### config.mk
export PLATFORM = sky130hd
export DESIGN_NAME = axil_master_flat
export DESIGN_NICKNAME = d
export VERILOG_FILES = /design/src/rtl/axil_master_if.sv /design/src/rtl/axil_master.sv /design/src/flat_wrapper.sv
export SDC_FILE = /design/constraint.sdc
export NUM_CORES = 1
export LEC_CHECK = 0
export BUFFER_PORTS_ARGS = -buffer_cell sky130_fd_sc_hd__buf_2
export CORE_MARGIN = 1.5
export CORE_UTILIZATION = 39
export CTS_BUF_LIST = sky130_fd_sc_hd__clkbuf_16
export DETAILED_ROUTE_END_ITERATION = 7
export PLACE_DENSITY = 0.71
export RECOVER_POWER = 50
export SETUP_SLACK_MARGIN = 0.02
export SLEW_MARGIN = 25
export SYNTH_ARGS = -nofsm -noshare
export SYNTH_HDL_FRONTEND = slang
export SYNTH_SLANG_ARGS = --single-unit
### constraint.sdc
create_clock -name aclk -period 6 [get_ports aclk]
set_clock_uncertainty 0.15 [all_clocks]
set_input_delay 0.6 -clock aclk [delete_from_list [all_inputs] [get_ports aclk]]
set_output_delay 0.6 -clock aclk [all_outputs]
set_load 0.01 [all_outputs]
### src/rtl/axil_master_if.sv
// rtl/axil_master_if.sv - command/response and AXI-Lite bus bundle for axil_master
interface axil_master_if #(
  parameter int ADDR_WIDTH = 32,
  parameter int DATA_WIDTH = 32
);
  localparam int STRB_WIDTH = DATA_WIDTH / 8;

  // command side
  logic                  req_valid;
  logic                  req_ready;
  logic                  req_write;
  logic [ADDR_WIDTH-1:0] req_addr;
  logic [DATA_WIDTH-1:0] req_wdata;
  logic [STRB_WIDTH-1:0] req_wstrb;

  // completion side
  logic                  rsp_valid;
  logic [DATA_WIDTH-1:0] rsp_rdata;
  logic                  rsp_err;

  // AXI-Lite write channels
  logic [ADDR_WIDTH-1:0] m_axil_awaddr;
  logic [2:0]            m_axil_awprot;
  logic                  m_axil_awvalid;
  logic                  m_axil_awready;
  logic [DATA_WIDTH-1:0] m_axil_wdata;
  logic [STRB_WIDTH-1:0] m_axil_wstrb;
  logic                  m_axil_wvalid;
  logic                  m_axil_wready;
  logic [1:0]            m_axil_bresp;
  logic                  m_axil_bvalid;
  logic                  m_axil_bready;

  // AXI-Lite read channels
  logic [ADDR_WIDTH-1:0] m_axil_araddr;
  logic [2:0]            m_axil_arprot;
  logic                  m_axil_arvalid;
  logic                  m_axil_arready;
  logic [DATA_WIDTH-1:0] m_axil_rdata;
  logic [1:0]            m_axil_rresp;
  logic                  m_axil_rvalid;
  logic                  m_axil_rready;

  modport master (
    input  req_valid, req_write, req_addr, req_wdata, req_wstrb,
    output req_ready, rsp_valid, rsp_rdata, rsp_err,
    output m_axil_awaddr, m_axil_awprot, m_axil_awvalid,
    input  m_axil_awready,
    output m_axil_wdata, m_axil_wstrb, m_axil_wvalid,
    input  m_axil_wready,
    input  m_axil_bresp, m_axil_bvalid,
    output m_axil_bready,
    output m_axil_araddr, m_axil_arprot, m_axil_arvalid,
    input  m_axil_arready,
    input  m_axil_rdata, m_axil_rresp, m_axil_rvalid,
    output m_axil_rready
  );

  modport slave (
    output req_valid, req_write, req_addr, req_wdata, req_wstrb,
    input  req_ready, rsp_valid, rsp_rdata, rsp_err,
    input  m_axil_awaddr, m_axil_awprot, m_axil_awvalid,
    output m_axil_awready,
    input  m_axil_wdata, m_axil_wstrb, m_axil_wvalid,
    output m_axil_wready,
    output m_axil_bresp, m_axil_bvalid,
    input  m_axil_bready,
    input  m_axil_araddr, m_axil_arprot, m_axil_arvalid,
    output m_axil_arready,
    output m_axil_rdata, m_axil_rresp, m_axil_rvalid,
    input  m_axil_rready
  );
endinterface

### src/rtl/axil_master.sv
// rtl/axil_master.sv - single-outstanding command to AXI-Lite master
module axil_master #(
  parameter int ADDR_WIDTH = 32,
  parameter int DATA_WIDTH = 32
) (
  input  logic          aclk,
  input  logic          areset,
  axil_master_if.master bus
);
  localparam int STRB_WIDTH = DATA_WIDTH / 8;

  typedef enum logic [2:0] {
    S_IDLE,
    S_WADDR,
    S_WRESP,
    S_RADDR,
    S_RDATA
  } state_t;

  state_t                r_state;
  state_t                w_next_state;

  // which of AW / W have already handshaken in the current write
  logic                  r_aw_done;
  logic                  r_w_done;

  logic [ADDR_WIDTH-1:0] r_addr;
  logic [DATA_WIDTH-1:0] r_wdata;
  logic [STRB_WIDTH-1:0] r_wstrb;

  logic                  r_rsp_valid;
  logic                  r_rsp_err;
  logic [DATA_WIDTH-1:0] r_rsp_rdata;

  logic                  w_req_ready;
  logic                  w_awvalid;
  logic                  w_wvalid;
  logic                  w_bready;
  logic                  w_arvalid;
  logic                  w_rready;

  logic                  w_req_fire;
  logic                  w_aw_fire;
  logic                  w_w_fire;
  logic                  w_b_fire;
  logic                  w_ar_fire;
  logic                  w_r_fire;
  logic                  w_aw_all;
  logic                  w_w_all;

  assign w_req_fire = bus.req_valid && w_req_ready;
  assign w_aw_fire  = w_awvalid && bus.m_axil_awready;
  assign w_w_fire   = w_wvalid && bus.m_axil_wready;
  assign w_b_fire   = w_bready && bus.m_axil_bvalid;
  assign w_ar_fire  = w_arvalid && bus.m_axil_arready;
  assign w_r_fire   = w_rready && bus.m_axil_rvalid;

  // a channel counts as finished if it completed earlier or completes now
  assign w_aw_all = r_aw_done || w_aw_fire;
  assign w_w_all  = r_w_done || w_w_fire;

  // state register
  always_ff @(posedge aclk or posedge areset) begin
    if (areset) begin
      r_state <= S_IDLE;
    end else begin
      r_state <= w_next_state;
    end
  end

  // next-state decode
  always_comb begin
    w_next_state = r_state;
    case (r_state)
      S_IDLE:  if (w_req_fire) w_next_state = bus.req_write ? S_WADDR : S_RADDR;
      S_WADDR: if (w_aw_all && w_w_all) w_next_state = S_WRESP;
      S_WRESP: if (w_b_fire) w_next_state = S_IDLE;
      S_RADDR: if (w_ar_fire) w_next_state = S_RDATA;
      S_RDATA: if (w_r_fire) w_next_state = S_IDLE;
      default: w_next_state = S_IDLE;
    endcase
  end

  // handshake outputs decoded from registered state only, never from AXI readies
  always_comb begin
    w_req_ready = 1'b0;
    w_awvalid   = 1'b0;
    w_wvalid    = 1'b0;
    w_bready    = 1'b0;
    w_arvalid   = 1'b0;
    w_rready    = 1'b0;
    case (r_state)
      S_IDLE:  w_req_ready = !areset;
      S_WADDR: begin
        w_awvalid = !r_aw_done;
        w_wvalid  = !r_w_done;
      end
      S_WRESP: w_bready  = 1'b1;
      S_RADDR: w_arvalid = 1'b1;
      S_RDATA: w_rready  = 1'b1;
      default: w_req_ready = 1'b0;
    endcase
  end

  // latch the command payload and track per-channel write progress
  always_ff @(posedge aclk or posedge areset) begin
    if (areset) begin
      r_addr    <= '0;
      r_wdata   <= '0;
      r_wstrb   <= '0;
      r_aw_done <= 1'b0;
      r_w_done  <= 1'b0;
    end else if (w_req_fire) begin
      r_addr    <= bus.req_addr;
      r_wdata   <= bus.req_wdata;
      r_wstrb   <= bus.req_wstrb;
      r_aw_done <= 1'b0;
      r_w_done  <= 1'b0;
    end else if (r_state == S_WADDR) begin
      if (w_aw_fire) r_aw_done <= 1'b1;
      if (w_w_fire)  r_w_done  <= 1'b1;
    end
  end

  // completion pulse; data and error hold until the next completion
  always_ff @(posedge aclk or posedge areset) begin
    if (areset) begin
      r_rsp_valid <= 1'b0;
      r_rsp_err   <= 1'b0;
      r_rsp_rdata <= '0;
    end else begin
      r_rsp_valid <= w_b_fire || w_r_fire;
      if (w_b_fire) begin
        r_rsp_err   <= (bus.m_axil_bresp != 2'b00);
        r_rsp_rdata <= '0;
      end else if (w_r_fire) begin
        r_rsp_err   <= (bus.m_axil_rresp != 2'b00);
        r_rsp_rdata <= bus.m_axil_rdata;
      end
    end
  end

  assign bus.req_ready      = w_req_ready;
  assign bus.rsp_valid      = r_rsp_valid;
  assign bus.rsp_err        = r_rsp_err;
  assign bus.rsp_rdata      = r_rsp_rdata;

  assign bus.m_axil_awaddr  = r_addr;
  assign bus.m_axil_awprot  = 3'b000;
  assign bus.m_axil_awvalid = w_awvalid;
  assign bus.m_axil_wdata   = r_wdata;
  assign bus.m_axil_wstrb   = r_wstrb;
  assign bus.m_axil_wvalid  = w_wvalid;
  assign bus.m_axil_bready  = w_bready;

  assign bus.m_axil_araddr  = r_addr;
  assign bus.m_axil_arprot  = 3'b000;
  assign bus.m_axil_arvalid = w_arvalid;
  assign bus.m_axil_rready  = w_rready;
endmodule

### src/flat_wrapper.sv
// flat-port wrapper written by rule: the top's interface ports become plain ports
module axil_master_flat 
#(
  parameter int ADDR_WIDTH = 32,
  parameter int DATA_WIDTH = 32
)
  (aclk, areset, bus_req_valid, bus_req_write, bus_req_addr, bus_req_wdata, bus_req_wstrb, bus_req_ready, bus_rsp_valid, bus_rsp_rdata, bus_rsp_err, bus_m_axil_awaddr, bus_m_axil_awprot, bus_m_axil_awvalid, bus_m_axil_awready, bus_m_axil_wdata, bus_m_axil_wstrb, bus_m_axil_wvalid, bus_m_axil_wready, bus_m_axil_bresp, bus_m_axil_bvalid, bus_m_axil_bready, bus_m_axil_araddr, bus_m_axil_arprot, bus_m_axil_arvalid, bus_m_axil_arready, bus_m_axil_rdata, bus_m_axil_rresp, bus_m_axil_rvalid, bus_m_axil_rready);
  axil_master_if #(.ADDR_WIDTH(ADDR_WIDTH), .DATA_WIDTH(DATA_WIDTH)) bus_i ();
  input  logic aclk;
  input  logic areset;
  input wire logic [$bits(bus_i.req_valid)-1:0] bus_req_valid;
  input wire logic [$bits(bus_i.req_write)-1:0] bus_req_write;
  input wire logic [$bits(bus_i.req_addr)-1:0] bus_req_addr;
  input wire logic [$bits(bus_i.req_wdata)-1:0] bus_req_wdata;
  input wire logic [$bits(bus_i.req_wstrb)-1:0] bus_req_wstrb;
  output wire logic [$bits(bus_i.req_ready)-1:0] bus_req_ready;
  output wire logic [$bits(bus_i.rsp_valid)-1:0] bus_rsp_valid;
  output wire logic [$bits(bus_i.rsp_rdata)-1:0] bus_rsp_rdata;
  output wire logic [$bits(bus_i.rsp_err)-1:0] bus_rsp_err;
  output wire logic [$bits(bus_i.m_axil_awaddr)-1:0] bus_m_axil_awaddr;
  output wire logic [$bits(bus_i.m_axil_awprot)-1:0] bus_m_axil_awprot;
  output wire logic [$bits(bus_i.m_axil_awvalid)-1:0] bus_m_axil_awvalid;
  input wire logic [$bits(bus_i.m_axil_awready)-1:0] bus_m_axil_awready;
  output wire logic [$bits(bus_i.m_axil_wdata)-1:0] bus_m_axil_wdata;
  output wire logic [$bits(bus_i.m_axil_wstrb)-1:0] bus_m_axil_wstrb;
  output wire logic [$bits(bus_i.m_axil_wvalid)-1:0] bus_m_axil_wvalid;
  input wire logic [$bits(bus_i.m_axil_wready)-1:0] bus_m_axil_wready;
  input wire logic [$bits(bus_i.m_axil_bresp)-1:0] bus_m_axil_bresp;
  input wire logic [$bits(bus_i.m_axil_bvalid)-1:0] bus_m_axil_bvalid;
  output wire logic [$bits(bus_i.m_axil_bready)-1:0] bus_m_axil_bready;
  output wire logic [$bits(bus_i.m_axil_araddr)-1:0] bus_m_axil_araddr;
  output wire logic [$bits(bus_i.m_axil_arprot)-1:0] bus_m_axil_arprot;
  output wire logic [$bits(bus_i.m_axil_arvalid)-1:0] bus_m_axil_arvalid;
  input wire logic [$bits(bus_i.m_axil_arready)-1:0] bus_m_axil_arready;
  input wire logic [$bits(bus_i.m_axil_rdata)-1:0] bus_m_axil_rdata;
  input wire logic [$bits(bus_i.m_axil_rresp)-1:0] bus_m_axil_rresp;
  input wire logic [$bits(bus_i.m_axil_rvalid)-1:0] bus_m_axil_rvalid;
  output wire logic [$bits(bus_i.m_axil_rready)-1:0] bus_m_axil_rready;
  assign bus_i.req_valid = bus_req_valid;
  assign bus_i.req_write = bus_req_write;
  assign bus_i.req_addr = bus_req_addr;
  assign bus_i.req_wdata = bus_req_wdata;
  assign bus_i.req_wstrb = bus_req_wstrb;
  assign bus_req_ready = bus_i.req_ready;
  assign bus_rsp_valid = bus_i.rsp_valid;
  assign bus_rsp_rdata = bus_i.rsp_rdata;
  assign bus_rsp_err = bus_i.rsp_err;
  assign bus_m_axil_awaddr = bus_i.m_axil_awaddr;
  assign bus_m_axil_awprot = bus_i.m_axil_awprot;
  assign bus_m_axil_awvalid = bus_i.m_axil_awvalid;
  assign bus_i.m_axil_awready = bus_m_axil_awready;
  assign bus_m_axil_wdata = bus_i.m_axil_wdata;
  assign bus_m_axil_wstrb = bus_i.m_axil_wstrb;
  assign bus_m_axil_wvalid = bus_i.m_axil_wvalid;
  assign bus_i.m_axil_wready = bus_m_axil_wready;
  assign bus_i.m_axil_bresp = bus_m_axil_bresp;
  assign bus_i.m_axil_bvalid = bus_m_axil_bvalid;
  assign bus_m_axil_bready = bus_i.m_axil_bready;
  assign bus_m_axil_araddr = bus_i.m_axil_araddr;
  assign bus_m_axil_arprot = bus_i.m_axil_arprot;
  assign bus_m_axil_arvalid = bus_i.m_axil_arvalid;
  assign bus_i.m_axil_arready = bus_m_axil_arready;
  assign bus_i.m_axil_rdata = bus_m_axil_rdata;
  assign bus_i.m_axil_rresp = bus_m_axil_rresp;
  assign bus_i.m_axil_rvalid = bus_m_axil_rvalid;
  assign bus_m_axil_rready = bus_i.m_axil_rready;
  axil_master #(.ADDR_WIDTH(ADDR_WIDTH), .DATA_WIDTH(DATA_WIDTH)) u_core (.aclk(aclk), .areset(areset), .bus(bus_i));
endmodule
# --- Word-level counts from Yosys, hierarchy flattened ---
# Index checks and enable logic that the tools add are counted.
# W data, S select, Z words.
classes:
  n_eq_ne: 9
  mux: 23
  reduce_logical: 23
ops:
  columns: ["cell", "n"]
  rows:
  - ["$mux W32", 2]
  - ["$mux W3", 5]
  - ["$pmux W3 S5", 1]
  - ["$mux W1", 14]
  - ["$reduce_bool A2 Y1", 6]
  - ["$ne A2 B1 Y1 const B", 5]
  - ["$logic_and A1 B1 Y1", 7]
  - ["$eq A3 B2 Y1 const B", 2]
  - ["$reduce_and A5 Y1", 1]
  - ["$reduce_and A2 Y1", 2]
  - ["$eq A3 B1 Y1 const B", 1]
  - ["$eq A3 B3 Y1 const B", 1]
  - ["$logic_not A1 Y1", 3]
  - ["$logic_not A3 Y1", 1]
  - ["$logic_or A1 B1 Y1", 3]
  - ["$mux W2", 1]
totals:
  reg_bits: 107
  inputBits: 113
  output_inout_bits: 146
  wordCells: 64

# --- Logic depth before layout (Yosys ltp) ---
# Gate-level depths: netlist of run 1.
depth:
  word_depth: 7
  depth_mapped: 6
  depth_no_buf: 3

# --- Worst setup path after synthesis of run 1 ---
# OpenSTA, ideal clock, no wires.
synth_timing:
  path_kind: "in2reg"
  start: "input port areset"
  end: "register u_core.r_addr[0], in the netlist u_core.bus.m_axil_araddr[0]"
  setup_ps: 125
  t_arrival_ps: 1822
  required_time_ps: 5725
  slack_ps: 3903
  cell_stages: 5
  path_buffers: 2
  cell_sequence: "or4b_4 > nor2_8 > buf_8 > buf_12 > mux2_4"
synth_between:
  elab_chain_len: 3
synth_lines:
  columns: ["element", "line", "source"]
  rows:
  - ["start, declared", "flat_wrapper.sv:10", "input logic areset;"]
  - ["$logic_not A1 Y1 (no line)", null, null]
  - ["$mux W1", "axil_master.sv:92", "case (r_state)"]
  - ["$logic_and A1 B1 Y1", "axil_master.sv:51", "assign w_req_fire = bus.req_valid && w_req_ready;"]
  - ["end signal, assigned", "axil_master.sv:114", "r_addr <= bus.req_addr;"]
  - ["end, declared", "axil_master.sv:27", "logic [ADDR_WIDTH-1:0] r_addr;"]
# Every way passes these cells.
# A chain may end at the register's enable or synchronous reset.

# --- Worst setup path in the final report of run 1 ---
layout_timing:
  start: "register u_core.r_state[0]"
  end: "register u_core.r_wdata[30], in the netlist u_core.bus.m_axil_wdata[30]"
layout_between:
  elab_chain_len: 3
layout_lines:
  columns: ["element", "line", "source"]
  rows:
  - ["start, declared", "axil_master.sv:20", "state_t r_state;"]
  - ["start signal, assigned", "axil_master.sv:67", "r_state <= w_next_state;"]
  - ["$logic_not A3 Y1", "axil_master.sv:92", null]
  - ["$mux W1", "axil_master.sv:92", null]
  - ["$logic_and A1 B1 Y1", "axil_master.sv:51", null]
  - ["end signal, assigned", "axil_master.sv:115", "r_wdata <= bus.req_wdata;"]
  - ["end, declared", "axil_master.sv:28", "logic [DATA_WIDTH-1:0] r_wdata;"]
# Every way passes these cells.

==> results.py, run 1 <==
metrics = {
    "worst_setup_path": {
        "reg2reg_setup_slack_ps": 3070,
        "end_kind": "flip-flop",
        "cp-start-kind": "flip-flop",
        "path_max_fanout": 35,
        "worst-setup-path-type": "reg -> reg",
        "arrival_ps": 3000,
        "timing.rr.start": "u_core.r_state[0]$_DFFE_PP0P_",
        "ff2ff_path_depth": 4,
        "r2r-end": "u_core.bus.m_axil_wdata[30]$_DFFE_PP0P_",
        "required_ps": 6070,
    },
    "clock_network": {
        "clock_latency_ps": 330,
        "cts.hold.buffers_added": 0,
        "clock-sinks": 107,
        "cts-root-buf": "clkbuf_16",
        "path_clk_slew_ps": 70,
        "clockBufferDepth": 2,
        "cts-buffers-inserted": 9,
        "htree_levels": 3,
        "cts_tree": "built",
        "cts_resized": 0,
        "cts_setup_buffers": 0,
    },
    "grt": {
        "groute.usage.overall_pct": 15.8,
        "grt_pass1_vias": 3128,
        "antenna_found_initial": 0,
        "grt_max_degree": 55,
        "grt_pass1_wl_mm": 14.8,
        "grt.overflow.total": 0,
    },
    "die": {
        "core.rowCount": 38,
        "ios": 259,
        "core_area_mm2": 0.0110,
        "die-area_mm2": 0.0121,
        "initial_utilization_pct": 40.6,
        "die_x_um": 110,
        "die_y_um": 110,
    },
    "final_layout": {
        "syn_to_final_growth_pct": 27.1,
        "multi_input_area_mm2": 0.00137,
        "seq_area_mm2": 0.00268,
        "drive_gt1_share_pct": 42.7,
        "diodes": 0,
        "nets": 628,
        "post-route-util_pct": 51.6,
        "fillers": 1014,
    },
    "synth": {
        "ys_seq_elements": 107,
        "netlist.area_leader.share_pct": 60.1,
        "async_flop_share_pct": 100,
        "synth_area_per_cell_um2": 15.0,
        "synth_area_leader_cell": "dfrtp_1",
        "synth_cell_types": 31,
        "syn_inst": 298,
        "yosysMostFrequentCell": "dfrtp_1",
        "synthTopCellsByArea": "dfrtp_1, mux2_2, buf_4",
        "yosys_most_used_dff": "dfrtp_1",
        "synth_area_mm2": 0.00446,
        "synth_edf_count": 0,
        "synth_common_cells": "dfrtp_1, mux2_2, buf_4",
        "yosysWarnings": 0,
        "ys_seq_area_share_pct": 60.1,
    },
    "pwr": {
        "power.density_mw_per_mm2": 539,
        "p_total_mw": 3.06,
        "vdd.ir_drop.worst_mv": 0.241,
        "p_leak_nw": 2.70,
    },
    "run": {
        "maxCapViolCount": 1,
    },
    "worst_hold_path": {
        "holdPathStages": 2,
        "hp-class": "in -> reg",
        "hp-start": "bus_m_axil_rdata[5]",
        "hold_path_end": "u_core.bus.rsp_rdata[5]$_DFFE_PP0P_",
    },
    "timing": {
        "fin_ws_ps": 3070,
        "setup-tns-final_ps": 0,
        "max_freq_mhz": 341,
        "rsz0062_at_grt": "no",
        "finalCritPeriodShare_pct": 48.9,
        "finalCriticalPeriod_ps": 2930,
        "setup_viol": 0,
        "maxSlewViolCount": 55,
        "hold_viol": 0,
        "tightestPinTransition_ps": 2340,
        "maxSlewHeadroom_pct": -57.0,
    },
    "detailed_routing": {
        "ant_nets": 0,
        "avgViaCountPerCell": 4.72,
        "drc_errors": 0,
        "dr_total_vias": 3115,
        "drt_wl_total_mm": 9.71,
        "dr.pass1.iters": 4,
        "first_iter_violations": 168,
        "wl_per_cell_um": 14.7,
    },
    "place": {
        "dp.final_hpwl_mm": 7.26,
        "pre_cts_slack_ps": 2980,
        "place_congestion": 0.749,
        "port_buffers": 252,
    },
    "outcome": {
        "violations": "capacitance limit, slew limit",
        "status": "complete, but fails checks",
    },
}
[worst max-delay path by stage]
| stage | end | from | slack (ps) | cells after the start |
|---|---|---|---|---|
| floorplan | u_core.bus.m_axil_araddr[0]$_DFFE_PP0P_ | areset | 2430 | 1 |
| global placement | u_core.bus.m_axil_wstrb[2]$_DFFE_PP0P_ | areset | 3040 | 5 |
| detailed placement | u_core.bus.m_axil_wdata[2]$_DFFE_PP0P_ | areset | 2980 | 5 |
| CTS | u_core.bus.m_axil_wdata[30]$_DFFE_PP0P_ | u_core.r_state[0]$_DFFE_PP0P_ | 3120 | 4 |
| global route | u_core.bus.rsp_rdata[29]$_DFFE_PP0P_ | areset | 2860 | 3 |
| finish | u_core.bus.m_axil_wdata[30]$_DFFE_PP0P_ | u_core.r_state[0]$_DFFE_PP0P_ | 3070 | 4 |
[power breakdown]
| group | switching (mW) | leakage [nW] | internal (mW) | total [mW] |
|---|---|---|---|---|
| clock network | 0.263 | 0.146 | 0.327 | 0.589 |
| registers | 0.228 | 1.33 | 1.06 | 1.29 |
| logic | 0.609 | 1.22 | 0.565 | 1.17 |
[registers in the layout, indices dropped and copies added (netlist names)]
register,cells
u_core.bus.m_axil_araddr,32
u_core.bus.m_axil_wdata,32
u_core.bus.m_axil_wstrb,4
u_core.bus.rsp_err,1
u_core.bus.rsp_rdata,32
u_core.bus.rsp_valid,1
u_core.r_aw_done,1
u_core.r_state,3
u_core.r_w_done,1
[routing by layer]
metal	part of all wire [%]	routed length, µm	vias to the layer above	global-route usage (%)
met5	0	0	-	0
met4	1.6	153	0	6.31
met3	9.1	879	12	4.09
met2	49	4800	164	27.1
met1	40	3880	1497	18.8
li1	-	-	1442	-
[logic make-up (layout without fill, tap and decap cells)]
logic type	after synthesis	after routing	synth area share, %
other cells	1	6	0.0841
flops	107	107	60.1
buf+inv	57	274	9.55
simple gates	20	20	3.12
mux	68	68	18.9
compound gates	45	45	8.31
[worst max-delay path: stages, from the launching register on]
cell and delay [ps]:
dfrtp_1 500, or4b_1 690, nor2_8 470, buf_4 560, mux2_2 400
[per-stage QoR]
stage	std cells	hold WS [ps]	area (µm²)
final	660	333	5670
after global routing	660	316	5670
after CTS	660	257	5830
after detailed placement	644	327	5520
after global placement	644	327	5520
after floorplan	303	371	4480
[layout make-up]
| class | instances | area share, % |
|---|---|---|
| Multi-Input combinational cell | 139 | 24.2 |
| Inverter | 3 | 0.221 |
| Clock inverter | 7 | 1.37 |
| Tap cell | 140 | 3.09 |
| Sequential cell | 107 | 47.3 |
| Timing Repair Buffer | 255 | 19.9 |
| Clock buffer | 9 | 3.97 |
[layout by cell type, fill, tap and decap left out, types with 2 or more instances in the layout]
cell type and count:
nand2_1 3, inv_1 2, clkinv_4 3, nor2b_1 3, mux2_4 20, clkbuf_1 123
nor2_1 5, dfrtp_1 107, a21oi_1 5, buf_4 3, mux2_2 48, a22o_1 33
buf_2 129, clkbuf_16 9, conb_1 6, o21a_1 2
Power figures use the tool's default switching activity.
==> inputs of run 2 (changes only) <==
==> constraint.sdc (replaced) <==
create_clock -name aclk -period 2.7 [get_ports aclk]
set_clock_uncertainty 0.15 [all_clocks]
set_input_delay 0.27 -clock aclk [delete_from_list [all_inputs] [get_ports aclk]]
set_output_delay 0.27 -clock aclk [all_outputs]
set_load 0.01 [all_outputs]
==> run 2 against run 1 <==
The flow now finishes without violations. Clock power grew 130%. Via count grew 13%. Design area grew 14%. Total power grew 130%. First-iteration DRC count shrank 1.8%. Global-route usage grew 3.1 points. Flip-flop and latch count is the same. Critical path depth grew 2. Critical endpoint is now u_core.bus.m_axil_wdata[27]$_DFFE_PP0P_.
==> results.py, run 2 (synthesis results as in run 1) <==
metrics = {
    "worst_setup_path": {
        "crit_path_top_delay_cell": "or4b_1",
        "critPathMaxStageDelay_ps": 610,
        "setup.worst_path.start": "areset",
        "cp_top_family": "buffers and inverters",
        "crit_buf_inv": 3,
        "ff2ff_path_depth": 4,
        "required_ps": 2770,
        "cp-start-kind": "input port",
        "end_kind": "flip-flop",
        "cp.depth": 6,
        "worst-setup-path-type": "in -> reg",
        "arrival_ps": 2540,
        "reg2reg_setup_slack_ps": 340,
        "r2r-end": "u_core.bus.m_axil_wdata[27]$_DFFE_PP0P_",
        "path_max_fanout": 34,
        "critPathCapture": "u_core.bus.m_axil_wdata[27]$_DFFE_PP0P_",
        "path_cells": "dlygate4sd3_1 -> clkbuf_1 -> or4b_1 -> nor2_8 -> buf_12 -> mux2_2",
        "timing.rr.start": "u_core.r_state[1]$_DFFE_PP0P_",
    },
    "timing": {
        "setup_viol": 0,
        "setup-tns-final_ps": 0,
        "hold_viol": 0,
        "finalCriticalPeriod_ps": 2470,
        "rsz0062_at_grt": "no",
        "finalCritPeriodShare_pct": 91.3,
        "fin_ws_ps": 234,
        "maxSlewHeadroom_pct": 35.6,
        "maxSlewViolCount": 0,
        "max_freq_mhz": 406,
        "tightestPinTransition_ps": 960,
    },
    "final_layout": {
        "nets": 707,
        "layout_common_cells": "clkbuf_1, buf_2, dfrtp_1",
        "drive_gt1_share_pct": 35.2,
        "layout_commonest_cell": "clkbuf_1",
        "design_area_mm2": 0.00645,
        "syn_to_final_growth_pct": 44.6,
        "diodes": 0,
    },
    "place": {
        "port_buffers": 252,
        "pre_cts_slack_ps": 442,
        "post_dp_cell_area_mm2": 0.00559,
        "dp.final_hpwl_mm": 7.48,
        "place_congestion": 0.768,
    },
    "die": {
        "die_x_um": 110,
        "die_y_um": 110,
        "initial_utilization_pct": 40.6,
        "core.rowCount": 38,
        "ios": 259,
        "die-area_mm2": 0.0121,
        "core_area_mm2": 0.0110,
    },
    "run": {
        "maxCapViolCount": 0,
    },
    "detailed_routing": {
        "wl_per_cell_um": 15.8,
        "dr.pass1.iters": 4,
        "avgViaCountPerCell": 4.79,
        "dr_total_vias": 3531,
        "drt_wl_total_mm": 11.6,
        "drc_errors": 0,
        "ant_nets": 0,
        "first_iter_violations": 165,
    },
    "clock_network": {
        "cts_tree": "built",
        "path_clk_slew_ps": 70,
        "htree_levels": 3,
        "clockBufferDepth": 2,
        "clock-sinks": 107,
        "cts-root-buf": "clkbuf_16",
        "clock_latency_ps": 340,
        "cts-buffers-inserted": 9,
    },
    "pwr": {
        "vdd.ir_drop.worst_mv": 0.615,
        "p_leak_nw": 3.01,
        "power.density_mw_per_mm2": 1080,
    },
    "grt": {
        "grt_max_degree": 88,
        "grt.overflow.total": 0,
        "grt_pass1_vias": 3615,
        "antenna_found_initial": 0,
        "grt_pass1_wl_mm": 17.3,
        "groute.usage.overall_pct": 18.8,
    },
    "outcome": {
        "status": "finished, final reports clean",
    },
    "worst_hold_path": {
        "hp-class": "in -> reg",
    },
}
[run 2: cell types whose count changed in the layout (fill, tap and decap cells not counted), moves of 2 or more]
cell	before	now
buf_12	0	2
buf_2	129	117
buf_4	3	6
clkbuf_1	123	135
clkinv_4	3	0
dlygate4sd3_1	0	74
inv_1	2	4
[run 2: worst reg2reg max path, cell delays in order, from the launching register on]
cell	delay, ps
dfrtp_1	450
or4b_1	660
nor2_8	300
buf_12	280
mux2_2	400
[run 2: worst min path at each step]
stage                     cells after the start                                        to                  from
after floorplan                               1             u_core.r_state[2]$_DFFE_PP0P_    bus_m_axil_arready
after global placement                        2    u_core.bus.m_axil_wdata[9]$_DFFE_PP0P_                areset
after detailed placement                      2   u_core.bus.m_axil_wdata[14]$_DFFE_PP0P_                areset
after CTS                                     2      u_core.bus.rsp_rdata[15]$_DFFE_PP0P_  bus_m_axil_rdata[15]
after global routing                          2   u_core.bus.m_axil_araddr[1]$_DFFE_PP0P_       bus_req_addr[1]
final                                         2  u_core.bus.m_axil_araddr[14]$_DFFE_PP0P_      bus_req_addr[14]
[run 2: what timing repair did]
item / CTS / global route
buffers inserted: 0 / 0
endpoints found under the setup margin: 0 / 0
hold buffers: 73 / 1
gates resized for setup: 0 / 0
hold endpoints to repair: 92 / 1
[run 2: cell type report]
class                      instances  area (µm²)
fill                             943        4540
tap                              140         175
multi-input combinational        139        1370
sequential                       107        2680
timing repair buffer             334        1920
inverter                           3        12.5
clock inverter                     5        72.6
clock buffer                       9         225
[run 2: stage by stage]
step           hold slack (ps)  cells  total power, mW  utilization, %
2_1_floorplan              253    303             4.83               -
3_3_place_gp               191    649             5.73            50.9
3_5_place_dp               198    649             5.82            50.9
4_1_cts                  0.457    736             7.27            60.2
5_1_grt                   1.43    737             7.46            58.7
6_report                  12.9    737             6.99            58.7
[run 2: report_power, final]
group	switching, mW	internal, mW	total [mW]
registers	0.521	2.37	2.89
clock network	0.539	0.794	1.33
logic	1.44	1.33	2.77
total	2.50	4.49	6.99
[run 2: routing by layer]
layer  share of wire, %  global-route usage, %  up-vias  wire, µm
met5                  0                      0        -         0
met1                 38                   20.5     1731      4420
li1                   -                      -     1606         -
met2                 52                   34.1      169      6100
met4                2.3                   8.63        0       269
met3                7.3                   5.04       25       851
==> inputs of run 3 (changes only) <==
--- a/config.mk
+++ b/config.mk
@@ -12,6 +12,7 @@
 export DETAILED_ROUTE_END_ITERATION = 7
 export PLACE_DENSITY = 0.71
 export RECOVER_POWER = 50
+export REMOVE_ABC_BUFFERS = 1
 export SETUP_SLACK_MARGIN = 0.02
 export SLEW_MARGIN = 25
 export SYNTH_ARGS = -nofsm -noshare
==> run 3 against run 2 <==
Combinational power barely moved. Sequential power about the same. First-iteration DRC count fell by 37%. Critical path type unchanged.
==> results.py, run 3 (synthesis results as in run 1) <==
metrics = {
    "detailed_routing": {
        "ant_nets": 0,
        "routed-wl-met3_um": 890,
        "drt_wl_total_mm": 11.0,
        "avgViaCountPerCell": 4.73,
        "top_layer": "met4",
        "dr.pass1.iters": 6,
        "first_iter_violations": 104,
        "met1_length_mm": 4.36,
        "drc_errors": 0,
        "wl_per_cell_um": 15.1,
        "wl_met2_mm": 5.52,
        "dr_total_vias": 3446,
    },
    "grt": {
        "grt_pass1_wl_mm": 16.6,
        "grt.overflow.total": 0,
        "groute.usage.overall_pct": 18.2,
        "grt_max_degree": 60,
        "grt_pass1_vias": 3415,
        "antenna_found_initial": 0,
    },
    "clock_network": {
        "clock_latency_ps": 330,
        "cts_setup_buffers": 0,
        "clockBufferDepth": 2,
        "cts-root-buf": "clkbuf_16",
        "htree_levels": 3,
        "cts-buffers-inserted": 9,
        "path_clk_slew_ps": 60,
        "clock-sinks": 107,
        "cts_tree": "built",
    },
    "timing": {
        "maxSlewViolCount": 0,
        "tightestPinTransition_ps": 1020,
        "whs_ps": 17.5,
        "max_freq_mhz": 431,
        "finalCritPeriodShare_pct": 85.9,
        "fin_ws_ps": 381,
        "setup-tns-final_ps": 0,
        "setup_viol": 0,
        "finalCriticalPeriod_ps": 2320,
        "hold_viol": 0,
        "rsz0062_at_grt": "no",
        "maxSlewHeadroom_pct": 32.1,
    },
    "final_layout": {
        "drive_gt1_share_pct": 36.3,
        "syn_to_final_growth_pct": 43.1,
        "layout_common_cells": "clkbuf_1, buf_2, dfrtp_1",
        "nets": 698,
        "layout_commonest_cell": "clkbuf_1",
        "diodes": 0,
    },
    "place": {
        "place_congestion": 0.776,
        "dp.final_hpwl_mm": 7.54,
        "port_buffers": 252,
        "pre_cts_slack_ps": 425,
    },
    "pwr": {
        "pwr-share-clk_pct": 18.0,
        "power.density_mw_per_mm2": 1080,
        "intPower_mw": 4.41,
        "p_leak_nw": 2.99,
        "seqPwrFrac_pct": 42.1,
        "p_sw_share_pct": 35.8,
        "combinationalPowerShare_pct": 40.0,
        "vdd.ir_drop.worst_mv": 0.572,
        "power_switching_mw": 2.46,
    },
    "die": {
        "core.rowCount": 38,
        "ios": 259,
        "die_x_um": 110,
        "core_area_mm2": 0.0110,
        "die_y_um": 110,
        "die-area_mm2": 0.0121,
        "initial_utilization_pct": 40.6,
    },
    "worst_setup_path": {
        "cp_top_family": "buffers and inverters",
        "worst-setup-path-type": "in -> reg",
        "cp-start-kind": "input port",
        "crit_buf_inv": 3,
        "path_cells": "dlygate4sd3_1 -> clkbuf_1 -> or4b_4 -> nor2_8 -> buf_12 -> mux2_2",
        "crit_path_top_delay_cell": "or4b_4",
        "required_ps": 2770,
        "end_kind": "flip-flop",
        "arrival_ps": 2390,
        "path_max_fanout": 26,
        "critPathMaxStageDelay_ps": 550,
    },
    "worst_hold_path": {
        "hp-class": "in -> reg",
    },
    "run": {
        "maxCapViolCount": 0,
    },
    "outcome": {
        "status": "finished, final reports clean",
    },
}
run 3: routing by layer:
metal  track usage (%)  vias to the layer above
li1                  -                     1592
met2              31.4                      173
met3              4.39                       19
met4              8.72                        0
met1              21.3                     1662
met5                 0                        -
run 3: cell type report:
class / count / area (µm²)
sequential: 107 / 2680
inverter: 3 / 11.3
tap: 140 / 175
fill: 941 / 4610
timing repair buffer: 325 / 1860
clock inverter: 6 / 50.0
clock buffer: 9 / 225
multi-input combinational: 139 / 1370
run 3: path summary, 6_finish.rpt:
| path | start | slack [ps] | depth (start not counted) | end |
|---|---|---|---|---|
| worst max-delay path | areset | 380 | 6 | u_core.bus.m_axil_araddr[20]$_DFFE_PP0P_ |
| worst min-delay path | bus_req_addr[0] | 20 | 2 | u_core.bus.m_axil_araddr[0]$_DFFE_PP0P_ |
| worst max register to register | u_core.r_state[0]$_DFFE_PP0P_ | 420 | 4 | u_core.bus.m_axil_araddr[20]$_DFFE_PP0P_ |
| worst min register to register | u_core.bus.rsp_rdata[9]$_DFFE_PP0P_ | 350 | 1 | u_core.bus.rsp_rdata[9]$_DFFE_PP0P_ |
| max in group asynchronous | areset | 910 | 4 | u_core.bus.m_axil_wdata[14]$_DFFE_PP0P_ |
| min in group asynchronous | areset | 620 | 3 | u_core.bus.m_axil_wdata[19]$_DFFE_PP0P_ |
run 3: through the flow:
step | area (µm²) | power (mW) | utilization, % | cells
final | 6380 | 6.86 | 58.1 | 729
after global routing | 6380 | 7.34 | 58.1 | 729
after CTS | 6540 | 7.17 | 59.6 | 729
after detailed placement | 5600 | 5.82 | 50.9 | 647
after global placement | 5600 | 5.73 | 50.9 | 647
after floorplan | 4060 | 4.41 | - | 249
run 3: timing repair:
| item | in CTS | in global routing |
|---|---|---|
| endpoints found under the hold margin | 114 | 0 |
| hold buffers | 67 | 0 |
| resized for setup | 0 | 0 |
run 3: power by group through the flow:
stage	combinational [mW]	clock (mW)	sequential [mW]
after floorplan	1.08	0	3.33
after global placement	2.90	0	2.83
after detailed placement	2.95	0	2.86
after CTS	3.02	1.29	2.86
after global routing	3.00	1.33	3.01
final	2.74	1.23	2.89
